==> config.mk <==
export PLATFORM = sky130hd
export DESIGN_NAME = muldiv
export DESIGN_NICKNAME = d
export VERILOG_FILES = /design/src/rtl/mips_pkg.sv /design/src/rtl/muldiv.sv
export SDC_FILE = /design/constraint.sdc
export NUM_CORES = 1
export LEC_CHECK = 0
export BUFFER_PORTS_ARGS = -buffer_cell sky130_fd_sc_hd__buf_2
export CAP_MARGIN = 30
export CORE_ASPECT_RATIO = 1.5
export CORE_MARGIN = 10
export CORE_UTILIZATION = 50
export DETAILED_ROUTE_END_ITERATION = 12
export GPL_TIMING_DRIVEN = 0
export PLACE_DENSITY = 0.77
export SLEW_MARGIN = 20
export SYNTH_ARGS = -nofsm -noshare
export SYNTH_HDL_FRONTEND = slang
export SYNTH_SLANG_ARGS = --single-unit
export TNS_END_PERCENT = 100
==> constraint.sdc <==
create_clock -name clk -period 17 [get_ports clk]
set_clock_uncertainty 0.2 [all_clocks]
set_input_delay 3.4 -clock clk [delete_from_list [all_inputs] [get_ports clk]]
set_output_delay 3.4 -clock clk [all_outputs]
set_load 0.02 [all_outputs]
==> src/rtl/mips_pkg.sv <==
// rtl/mips_pkg.sv - shared op codes, state encoding and negate helper for muldiv
package mips_pkg;

   localparam logic [2:0] OP_MULT  = 3'd0;
   localparam logic [2:0] OP_MULTU = 3'd1;
   localparam logic [2:0] OP_DIV   = 3'd2;
   localparam logic [2:0] OP_DIVU  = 3'd3;
   localparam logic [2:0] OP_MFHI  = 3'd4;
   localparam logic [2:0] OP_MFLO  = 3'd5;
   localparam logic [2:0] OP_MTHI  = 3'd6;
   localparam logic [2:0] OP_MTLO  = 3'd7;

   typedef enum logic [1:0] {
      ST_IDLE = 2'd0,
      ST_CALC = 2'd1,
      ST_FIX  = 2'd2
   } md_state_t;

   // Two's-complement negate of a 64-bit value
   function automatic logic [63:0] neg64(input logic [63:0] x);
      return ~x + 64'd1;
   endfunction

endpackage

==> src/rtl/muldiv.sv <==
// rtl/muldiv.sv - iterative MIPS32 multiply/divide unit owning HI/LO
module muldiv
   import mips_pkg::*;
(
   input  logic        clk,
   input  logic        rst,
   input  logic        i_start,
   input  logic [2:0]  i_op,
   input  logic [31:0] i_busA,
   input  logic [31:0] i_busB,
   output logic        o_busy,
   output logic        o_done,
   output logic [31:0] o_result,
   output logic [31:0] o_hi,
   output logic [31:0] o_lo
);

   md_state_t   state;
   logic [5:0]  cnt;
   logic [63:0] acc;      // product, or {remainder, quotient}
   logic [31:0] opa;      // magnitude of multiplicand (multiply only)
   logic [31:0] opb;      // magnitude of multiplier/divisor
   logic        sign_a;
   logic        sign_b;
   logic        is_div;
   logic        div_zero;
   logic [31:0] hi;
   logic [31:0] lo;
   logic        done;

   logic        op_signed;
   logic        op_is_div;
   logic        op_arith;
   logic        in_div_zero;
   logic        in_sign_a;
   logic        in_sign_b;
   logic [31:0] in_mag_a;
   logic [31:0] in_mag_b;
   logic [32:0] mul_sum;
   logic [63:0] mul_next;
   logic        div_ge;
   logic [31:0] div_diff;
   logic [63:0] div_next;
   logic [63:0] fix_prod;
   logic [31:0] fix_quot;
   logic [31:0] fix_rem;

   // Operand preparation at launch: magnitudes and sign flags. A zero divisor
   // keeps the raw dividend so the remainder comes back exactly as given.
   always_comb begin
      op_signed   = (i_op == OP_MULT) || (i_op == OP_DIV);
      op_is_div   = (i_op == OP_DIV) || (i_op == OP_DIVU);
      op_arith    = (i_op == OP_MULT) || (i_op == OP_MULTU) || op_is_div;
      in_div_zero = op_is_div && (i_busB == 32'd0);
      in_sign_a   = op_signed && !in_div_zero && i_busA[31];
      in_sign_b   = op_signed && !in_div_zero && i_busB[31];
      in_mag_a    = in_sign_a ? (~i_busA + 32'd1) : i_busA;
      in_mag_b    = in_sign_b ? (~i_busB + 32'd1) : i_busB;
   end

   // One iteration of shift-add multiply and restoring divide
   always_comb begin
      mul_sum  = {1'b0, acc[63:32]} + (acc[0] ? {1'b0, opa} : 33'd0);
      mul_next = {mul_sum, acc[31:1]};
      div_ge   = (acc[63:31] >= {1'b0, opb});
      div_diff = acc[62:31] - opb;
      div_next = div_ge ? {div_diff, acc[30:0], 1'b1} : {acc[62:0], 1'b0};
   end

   // Sign correction applied in FIX; skipped entirely for divide by zero
   always_comb begin
      fix_prod = (sign_a ^ sign_b) ? neg64(acc) : acc;
      fix_quot = acc[31:0];
      fix_rem  = acc[63:32];
      if (!div_zero) begin
         if (sign_a ^ sign_b) fix_quot = ~acc[31:0] + 32'd1;
         if (sign_a)          fix_rem  = ~acc[63:32] + 32'd1;
      end
   end

   // Control FSM, datapath registers and architectural HI/LO
   always_ff @(posedge clk or posedge rst) begin
      if (rst) begin
         state    <= ST_IDLE;
         cnt      <= 6'd0;
         acc      <= 64'd0;
         opa      <= 32'd0;
         opb      <= 32'd0;
         sign_a   <= 1'b0;
         sign_b   <= 1'b0;
         is_div   <= 1'b0;
         div_zero <= 1'b0;
         hi       <= 32'd0;
         lo       <= 32'd0;
         done     <= 1'b0;
      end else begin
         done <= 1'b0;
         case (state)
            ST_IDLE: begin
               if (i_start) begin
                  if (op_arith) begin
                     opa      <= in_mag_a;
                     opb      <= in_mag_b;
                     sign_a   <= in_sign_a;
                     sign_b   <= in_sign_b;
                     is_div   <= op_is_div;
                     div_zero <= in_div_zero;
                     acc      <= op_is_div ? {32'd0, in_mag_a} : {32'd0, in_mag_b};
                     cnt      <= 6'd0;
                     state    <= ST_CALC;
                  end else if (i_op == OP_MTHI) begin
                     hi <= i_busA;
                  end else if (i_op == OP_MTLO) begin
                     lo <= i_busA;
                  end
               end
            end
            ST_CALC: begin
               acc <= is_div ? div_next : mul_next;
               cnt <= cnt + 6'd1;
               if (cnt == 6'd31) state <= ST_FIX;
            end
            ST_FIX: begin
               if (is_div) begin
                  lo <= fix_quot;
                  hi <= fix_rem;
               end else begin
                  lo <= fix_prod[31:0];
                  hi <= fix_prod[63:32];
               end
               done  <= 1'b1;
               state <= ST_IDLE;
            end
            default: state <= ST_IDLE;
         endcase
      end
   end

   assign o_busy   = (state != ST_IDLE);
   assign o_done   = done;
   assign o_result = (i_op == OP_MFHI) ? hi : lo;
   assign o_hi     = hi;
   assign o_lo     = lo;

endmodule

Yosys cells after proc, flatten, opt, wreduce, memory -nomap -nowiden:

Cells that the tools add are included.

* register bits: 205
* input bits: 70
* output and inout bits: 98
* logic and storage cells: 97

* add/sub/neg operators: 8
* order comparisons: 1
* equality and inequality tests: 16
* mux-type cells: 34
* bitwise logic cells: 6
* reductions and logical operators: 20

Operators by type and width (count)
* 2-to-1 mux 32 bit: 18
* 2-to-1 mux 64 bit: 5
* adder 32 x 1 -> 32 bit (second input constant): 4
* NOT 32 bit: 4
* one-hot mux 32 bit (2 select lines): 2
* one-hot mux 64 bit (2 select lines): 1
* adder 64 x 1 -> 64 bit (second input constant): 1
* NOT 64 bit: 1
* adder 32 x 32 -> 33 bit: 1
* greater-or-equal comparator 33 x 32 -> 1 bit: 1
* zero test 32 bit: 1
* subtractor 32 bit: 1
* inequality test 2 bit (second input constant): 7
* 2-to-1 mux 6 bit: 2
* one-hot mux 6 bit (2 select lines): 1
* equality test 3 bit (second input constant): 3
* AND reduction 3 bit: 3
* adder 6 x 1 -> 6 bit (second input constant): 1
* equality test 3 x 2 -> 1 bit (second input constant): 2
* equality test 6 x 5 -> 1 bit (second input constant): 1
* 2-to-1 mux 2 bit: 3
* nonzero test 2 bit: 3
* AND reduction 5 bit: 1
* logical AND 1 bit: 4
* 11 further kinds: 14

Logic depth before layout (Yosys ltp):

Gate-level depths: netlist of the first run.

* depth in word-level cells: 11
* gate-level depth with buffers: 14
* gate-level depth less buffers: 13

Worst setup path after synthesis of the first run:

Ideal clock, no wire load.

* kind: input to output
* start point: in i_op[0]
* end point: out o_result[10]
* arrival: 4612 ps
* required time: 13400 ps
* setup slack: 8788 ps
* cell stages on the path: 3
* path buffers: 1
* cells stage by stage: nor3b_1 -> clkbuf_1 -> mux2_2

* longest elaborated chain between the ends: 2

RTL lines
* start: declaration: RTL line muldiv.sv:8 `input logic [2:0] i_op,`
* equality test 3 bit: RTL line muldiv.sv:141 `assign o_result = (i_op == OP_MFHI) ? hi : lo;`
* 2-to-1 mux 32 bit: RTL line muldiv.sv:141
* end: declaration: RTL line muldiv.sv:13 `output logic [31:0] o_result,`

Every way passes these cells.

Worst setup path after layout of the first run:

* start point: in i_op[2]
* end point: out o_result[15]

Same word-level chain as after synthesis.

==> results of run 1 <==
==> final timing paths <==
| check | from | end | cells after the start |
|---|---|---|---|
| max reg2reg | acc[0] | acc[56] | 13 |
| min reg2reg | opa[20] | opa[20] | 2 |
| min in group asynchronous | rst | o_hi[18] | 3 |
| max in group asynchronous | rst | opb[10] | 4 |
| min | opa[20] | opa[20] | 2 |
| max | i_op[2] | o_result[15] | 6 |
==> report_power, final <==
part           internal, mW  switching, mW  leakage, nW  total [mW]
Combinational         0.853           1.51         5.26        2.36
Sequential            0.668          0.280         2.48       0.948
Clock                 0.301          0.219        0.383       0.520
Total                  1.82           2.01         8.11        3.83
==> registers in the layout (all words and copies together), names as in the netlist <==
signal,count
sign_b,1
o_done,1
acc,64
opa,32
state,2
sign_a,1
o_lo,32
is_div,1
cnt,6
div_zero,1
o_hi,32
opb,32
==> metal layers <==
layer  global-route usage (%)  routed length (um)
met1                     38.0               25600
met2                     57.9               34600
met3                     5.37                5660
met4                     28.8                6800
met5                        0                   0
==> Yosys cell counts, types with 17 or more instances <==
library cell / number
o21ai_0: 212
and2_1: 38
a221o_1: 22
ha_1: 69
a21oi_1: 155
clkbuf_1: 95
nand3_1: 17
o31ai_1: 21
xnor2_1: 69
mux2i_1: 93
nand4_1: 17
nor2_1: 152
nand2_1: 275
mux2_2: 43
a21o_1: 24
nor3_1: 41
xor2_1: 100
dfrtp_1: 205
inv_1: 66
==> through the flow <==
| stage | total power [mW] | hold slack (ns) |
|---|---|---|
| final | 3.83 | 0.273 |
| after global routing | 4.05 | 0.297 |
| after CTS | 3.75 | 0.273 |
| after detailed placement | 3.22 | 0.258 |
| after global placement | 3.19 | 0.254 |
| after floorplan | 2.42 | 0.238 |
==> layout make-up <==
cell class,count,share of cell area [%]
plain buffers,116,2.57
clock buffers,30,3.52
clock inverters,10,0.601
inverters,66,1.38
multi-input cells,1616,56.5
flip-flops and latches,205,27.7
well taps,415,2.80
repair buffers,172,4.93
==> cell families after synthesis <==
family / Yosys count / synth area share, %
and+or+nand+nor: 653 / 18.7
AOI/OAI and AO/OA: 587 / 22.2
DFF: 205 / 31.4
buffers and inverters: 182 / 4.44
xor gates and xnor gates: 169 / 9.07
muxes: 136 / 8.67
adders and majority gates: 71 / 5.53
==> placed cells by master, fill, tap and decap left out, types with 16 or more instances in the layout <==
cell type	synthesis	final
nor2_1	152	152
xor2_1	100	100
ha_1	69	69
o31ai_1	21	21
nor3_1	41	41
xnor2_1	69	69
o21ai_0	212	212
mux2_2	43	43
and2_1	38	38
nand3_1	17	17
clkbuf_1	95	97
a21oi_1	155	155
clkbuf_16	0	23
a221o_1	22	22
or4_1	16	16
nand2_1	275	275
buf_2	6	174
inv_1	66	65
mux2i_1	93	93
nand4_1	17	17
a21o_1	24	24
dfrtp_1	205	205
==> worst max-delay path, cell delays in order <==
cell and delay (ns):
buf_2 0.18, nor3b_2 0.19, buf_4 0.23, clkbuf_1 0.50
mux2_2 0.40, buf_2 0.16
==> results.ini, run 1 <==
[outcome]
status=completed

[finish]
diodes=0
drive_gt1_share_pct=13.1
num-nets-final=2341
syn_to_final_growth_pct=13.5
fin_area_sq_mm=0.0185
seqCellArea_sq_mm=0.00513
final_core_util_pct=57.1
finalNonFillerCells=2630
multi_input_area_sq_mm=0.0105
n_fill_cell=3095

[timing]
setup_ws_ns=8.34
slew_headroom_pct=29.9
final-setup-viol-count=0
tns_ns=0
finalCritPeriodShare_pct=50.9
tightest_slew_ns=1.05
final-hold-violation-count=0
slew_viol_final=0
rsz0062_at_grt=false
fin_crit_ns=8.66
fmax_ghz=0.115

[placed_design]
gp_congestion=1.09
place_area_sq_mm=0.0178
pre_cts_ws_ns=8.36
dpl.cell_count=2590
placement.io_buffers=166
place.detailed.hpwl_mm=57.2

[synth]
ys_ff_latch=205
async_flop_share_pct=100
synth_edf_count=0
synth-seq-area-share_pct=31.4
synth_cell_types=79
syn-cell-area_sq_mm=0.0163
yosys.area.top_type=dfrtp_1
syn_nets=2144
synthTopCellsByArea=dfrtp_1 31%, o21ai_0 6.5%, nand2_1 6.3%, mux2i_1 5.7%, xor2_1 5.4%
syn-instance-count=2003
yosys_warnings=0
post_synth.cell_area_avg_sq_um=8.15
synth_flop_cell=dfrtp_1
synth_top_area_share_pct=31.4

[global_routing]
grt_pass1_wl_mm=107
antenna_found_initial=1
groute.usage.overall_pct=34.5
grt_max_degree=105
grt_pass1_vias=16922
grt_overflow=0

[die]
coreArea_sq_mm=0.0324
start_util_pct=50.3
io_pins=168
die_area_sq_mm=0.0404
die_w_um=168
row_count=81
die_y_um=241

[route]
drt_first_pass_iters=6
drt_iter0_markers=1910
wl_per_cell_um=27.6
drtAntennaViolNets=0
num_vias=16843
drt_wl_total_mm=72.6
via_per_inst=6.40
post-route-drc-count=0

[clock_tree]
clk_pin_slew_ns=0.05
cts.sinks=205
cts_tree=built
ctsHoldBuffers=0
cts_buffers=23
clk_path_buf_depth=3
htreeDepth=1
postCtsSetupBuffers=0
root_buffer=clkbuf_16
cts-resized-gates=0
clk_latency_ns=0.54

[critical_path]
reg2reg_slack_ns=11.89
arrival_ns=5.06
cp-end-kind=output pin
path_max_fanout=10
crit_required_ns=13.40
startpoint_type=primary input
crit_type=in -> out

[power_and_ir_drop]
vdd_drop_max_mv=0.104
leakage_nw=8.11
p_per_area_mw_per_mm2=207

[job]
max-cap-violations=0

[min_path]
hp-class=reg -> reg

Power figures use the tool's default switching activity.
==> run 2: changes to the inputs <==
--- a/config.mk
+++ b/config.mk
@@ -5,6 +5,7 @@
 export SDC_FILE = /design/constraint.sdc
 export NUM_CORES = 1
 export LEC_CHECK = 0
+export ABC_AREA = 1
 export BUFFER_PORTS_ARGS = -buffer_cell sky130_fd_sc_hd__buf_2
 export CAP_MARGIN = 30
 export CORE_ASPECT_RATIO = 1.5
==> constraint.sdc (replaced) <==
create_clock -name clk -period 8.9 [get_ports clk]
set_clock_uncertainty 0.2 [all_clocks]
set_input_delay 1.78 -clock clk [delete_from_list [all_inputs] [get_ports clk]]
set_output_delay 1.78 -clock clk [all_outputs]
set_load 0.02 [all_outputs]
==> run 2 against run 1 <==
Sequential share of layout area shrank 3.6 points. Routed wire length grew 41%. Synthesized cell count grew 57%. Worst setup slack lost 5.5 ns. First-iteration DRC count grew 77%. Non-clock buffer count shrank 5. Global-route usage grew 8.2 points. Register-to-register slack lost 7.4 ns. Largest power group unchanged.
==> results.ini, run 2 <==
[synth]
syn_nets=3284  ; was 2144
ys_ff_latch=205  ; unchanged
yosys_warnings=0  ; unchanged
synth_top_area_share_pct=27.0  ; was 31.4%
post_synth.cell_area_avg_sq_um=6.05  ; was 8.15 sq um
syn-cell-area_sq_mm=0.0190  ; was 0.0163 sq mm
synth_cell_types=49  ; was 79
synth_top_cells_by_count=805 x nand2_1, 459 x nor2_1, 397 x inv_1, 297 x nand3_1, 230 x o21ai_0  ; was 275 x nand2_1, 212 x o21ai_0, 205 x dfrtp_1, 155 x a21oi_1, 152 x nor2_1
synth_flop_cell=dfrtp_1  ; unchanged
yosys.cell_count.top_type=nand2_1  ; unchanged
synth_edf_count=0  ; unchanged
async_flop_share_pct=100  ; unchanged
syn-instance-count=3143  ; was 2003
synthTopCellsByArea=dfrtp_1 27%, nand2_1 16%, nor2_1 9.1%, inv_1 7.8%, nand3_1 7.8%  ; was dfrtp_1 31%, o21ai_0 6.5%, nand2_1 6.3%, mux2i_1 5.7%, xor2_1 5.4%
yosys.area.top_type=dfrtp_1  ; unchanged
synth-seq-area-share_pct=27.0  ; was 31.4%

[power_and_ir_drop]
seqPwrFrac_pct=21.6  ; was 24.7%
internal-power_mw=3.81  ; was 1.82 mW
swShare_pct=60.8  ; was 52.5%
combPwrFrac_pct=68.3  ; was 61.7%
leakage_nw=10.6  ; was 8.11 nW
switchingPower_mw=5.92  ; was 2.01 mW
p_per_area_mw_per_mm2=458  ; was 207 mW/mm^2
vdd_drop_max_mv=0.274  ; was 0.104 mV
clkPwrFrac_pct=10.1  ; was 13.6%

[placed_design]
place.detailed.hpwl_mm=81.1  ; was 57.2 mm
placement.io_buffers=167  ; was 166
dpl.cell_count=3802  ; was 2590
gp_congestion=1.14  ; was 1.09

[timing]
hold_slack_ns=0.312  ; was 0.273 ns
tightest_slew_ns=0.940  ; was 1.05 ns
fmax_ghz=0.164
finalCritPeriodShare_pct=68.4
slew_viol_final=0  ; unchanged
final-hold-violation-count=0  ; unchanged
fin_crit_ns=6.09
rsz0062_at_grt=false  ; unchanged
slew_headroom_pct=37.3  ; was 29.9%
final-setup-viol-count=0  ; unchanged

[critical_path]
path_common_cell=buf_2  ; unchanged
crit_chain=buf_2 > nor2_1 > nand2_1 > clkbuf_1 > buf_1 > mux2_2 > buf_2  ; was buf_2 > nor3b_2 > buf_4 > clkbuf_1 > mux2_2 > buf_2
worst-path-buf-inv=4  ; unchanged
startpoint_type=primary input  ; unchanged
slowest_delay_ns=0.56  ; was 0.50 ns
arrival_ns=4.11  ; was 5.06 ns
slowest_stage=buf_1  ; was clkbuf_1
crit_type=in -> out  ; unchanged
crit_required_ns=6.92  ; was 13.40 ns
crit_family=buffers and inverters  ; unchanged
path_max_fanout=10  ; unchanged
cp-end-kind=output pin  ; unchanged

[route]
wl_met2_mm=46.6  ; was 34.6 mm
wl_per_cell_um=26.6  ; was 27.6 um
met1_length_mm=33.2  ; was 25.6 mm
drt_first_pass_iters=9  ; was 6
num_vias=24329  ; was 16.8k
top_layer_used=met5  ; was met4
post-route-drc-count=0  ; unchanged
drt_iter0_markers=3387  ; was 1910
met3_wirelength_mm=11.2  ; was 5.66 mm
drtAntennaViolNets=0  ; unchanged
via_per_inst=6.33  ; was 6.40
drt_wl_total_mm=102  ; was 72.6 mm

[clock_tree]
postCtsSetupBuffers=0  ; unchanged
cts-resized-gates=0  ; unchanged
clk_path_buf_depth=3  ; unchanged
htreeDepth=1  ; unchanged
root_buffer=clkbuf_16  ; unchanged
clk_pin_slew_ns=0.07  ; was 0.05 ns
clk_latency_ns=0.56  ; was 0.54 ns
cts_buffers=23  ; unchanged
cts.sinks=205  ; unchanged
cts_tree=built  ; unchanged
ctsHoldBuffers=0  ; unchanged

[global_routing]
groute.usage.overall_pct=42.8  ; was 34.5%
grt_overflow=0  ; unchanged
grt_pass1_wl_mm=146  ; was 107 mm
antenna_found_initial=4  ; was 1
grt_max_degree=92  ; was 105
grt_pass1_vias=22880  ; was 16.9k

[finish]
largest_register_ffs=64  ; unchanged
finalNonFillerCells=3843  ; was 2630
final_common_cell=nand2_1  ; unchanged
layout_common_cells=805 x nand2_1, 459 x nor2_1, 396 x inv_1  ; was 275 x nand2_1, 212 x o21ai_0, 205 x dfrtp_1
num-nets-final=3480  ; was 2341
syn_to_final_growth_pct=11.9  ; was 13.5%
max_flop_register=acc  ; unchanged
drive_gt1_share_pct=8.62  ; was 13.1%

[outcome]
status=completed  ; unchanged

[die]
coreArea_sq_mm=0.0376  ; was 0.0324 sq mm
row_count=87  ; was 81
io_pins=168  ; unchanged
die_y_um=259  ; was 241 um
start_util_pct=50.6  ; was 50.3%
die_area_sq_mm=0.0464  ; was 0.0404 sq mm
die_w_um=179  ; was 168 um

[job]
max-cap-violations=0  ; unchanged

[min_path]
hp-class=reg -> reg  ; unchanged

## run 2: cell count changes after synthesis, moves of 19 or more
cell	before	now
a21oi_1	155	189
a31oi_1	14	76
nor2_1	152	459
xnor2_1	69	11
nand4_1	17	65
and2_1	38	3
a221o_1	22	0
nand3_1	17	297
inv_1	66	397
mux2i_1	93	0
o31ai_1	21	2
nand2_1	275	805
xor2_1	100	45
## run 2: metrics by stage
stage	utilization [%]	worst slack [ns]	setup TNS, ns	total power [mW]	area (sq um)
final	56.6	2.81	0	9.73	21300
after CTS	56.6	3.09	0	9.31	21300
after detailed placement	54.6	3.13	0	8.31	20500
after floorplan	-	1.32	0	5.85	19000
after global routing	56.6	2.79	0	10.2	21300
after global placement	54.5	-1.00	-196.82	8.22	20500
## run 2: power by group through the flow
stage                     sequential, mW  clock (mW)  combinational [mW]
after floorplan                     1.87           0                3.98
after global placement              2.00           0                6.22
after detailed placement            2.02           0                6.29
after CTS                           2.01       0.972                6.33
after global routing                2.09        1.01                7.10
final                               2.10       0.985                6.64
## run 2: cell families after synthesis
kind of cell / share of synthesized area [%]
buffers and inverters: 10.3
flip-flops: 27.0
AO/OA/AOI/OAI: 15.6
XOR/XNOR: 2.58
adder cells (fa/ha/maj): 4.75
AND/OR/NAND/NOR: 38.2
multiplexers: 1.54
## run 2: worst min-delay path, stage by stage, from the launching register on
cell and delay [ns]:
dfrtp_1 0.36, nand2_1 0.05, o21ai_0 0.06
## run 2: final timing paths
kind / start / endpoint / slack, ns / cells after the start
max in group asynchronous: rst / opa[25] / 6.62 / 3
min in group asynchronous: rst / acc[35] / 1.05 / 2
setup reg to reg: acc[0] / acc[53] / 4.52 / 20
setup / recovery: i_op[0] / o_result[24] / 2.81 / 7
hold / removal: opa[0] / opa[0] / 0.31 / 2
hold reg to reg: opa[0] / opa[0] / 0.31 / 2
## run 2: area by class of cell
class                      count  area [sq um]
fill                        3813         16300
timing repair buffer         171           903
inverter                     399          1510
clock buffer                  29           618
buffer                       112           465
antenna                        1          2.50
tap                          489           612
clock inverter                10           118
sequential                   205          5130
multi-input combinational   2427         11900
## run 2: routing by layer
layer,up-vias,global-route usage [%]
li1,10680,-
met1,11263,45.8
met2,1784,68.4
met3,594,11.1
met4,8,37.3
met5,-,0
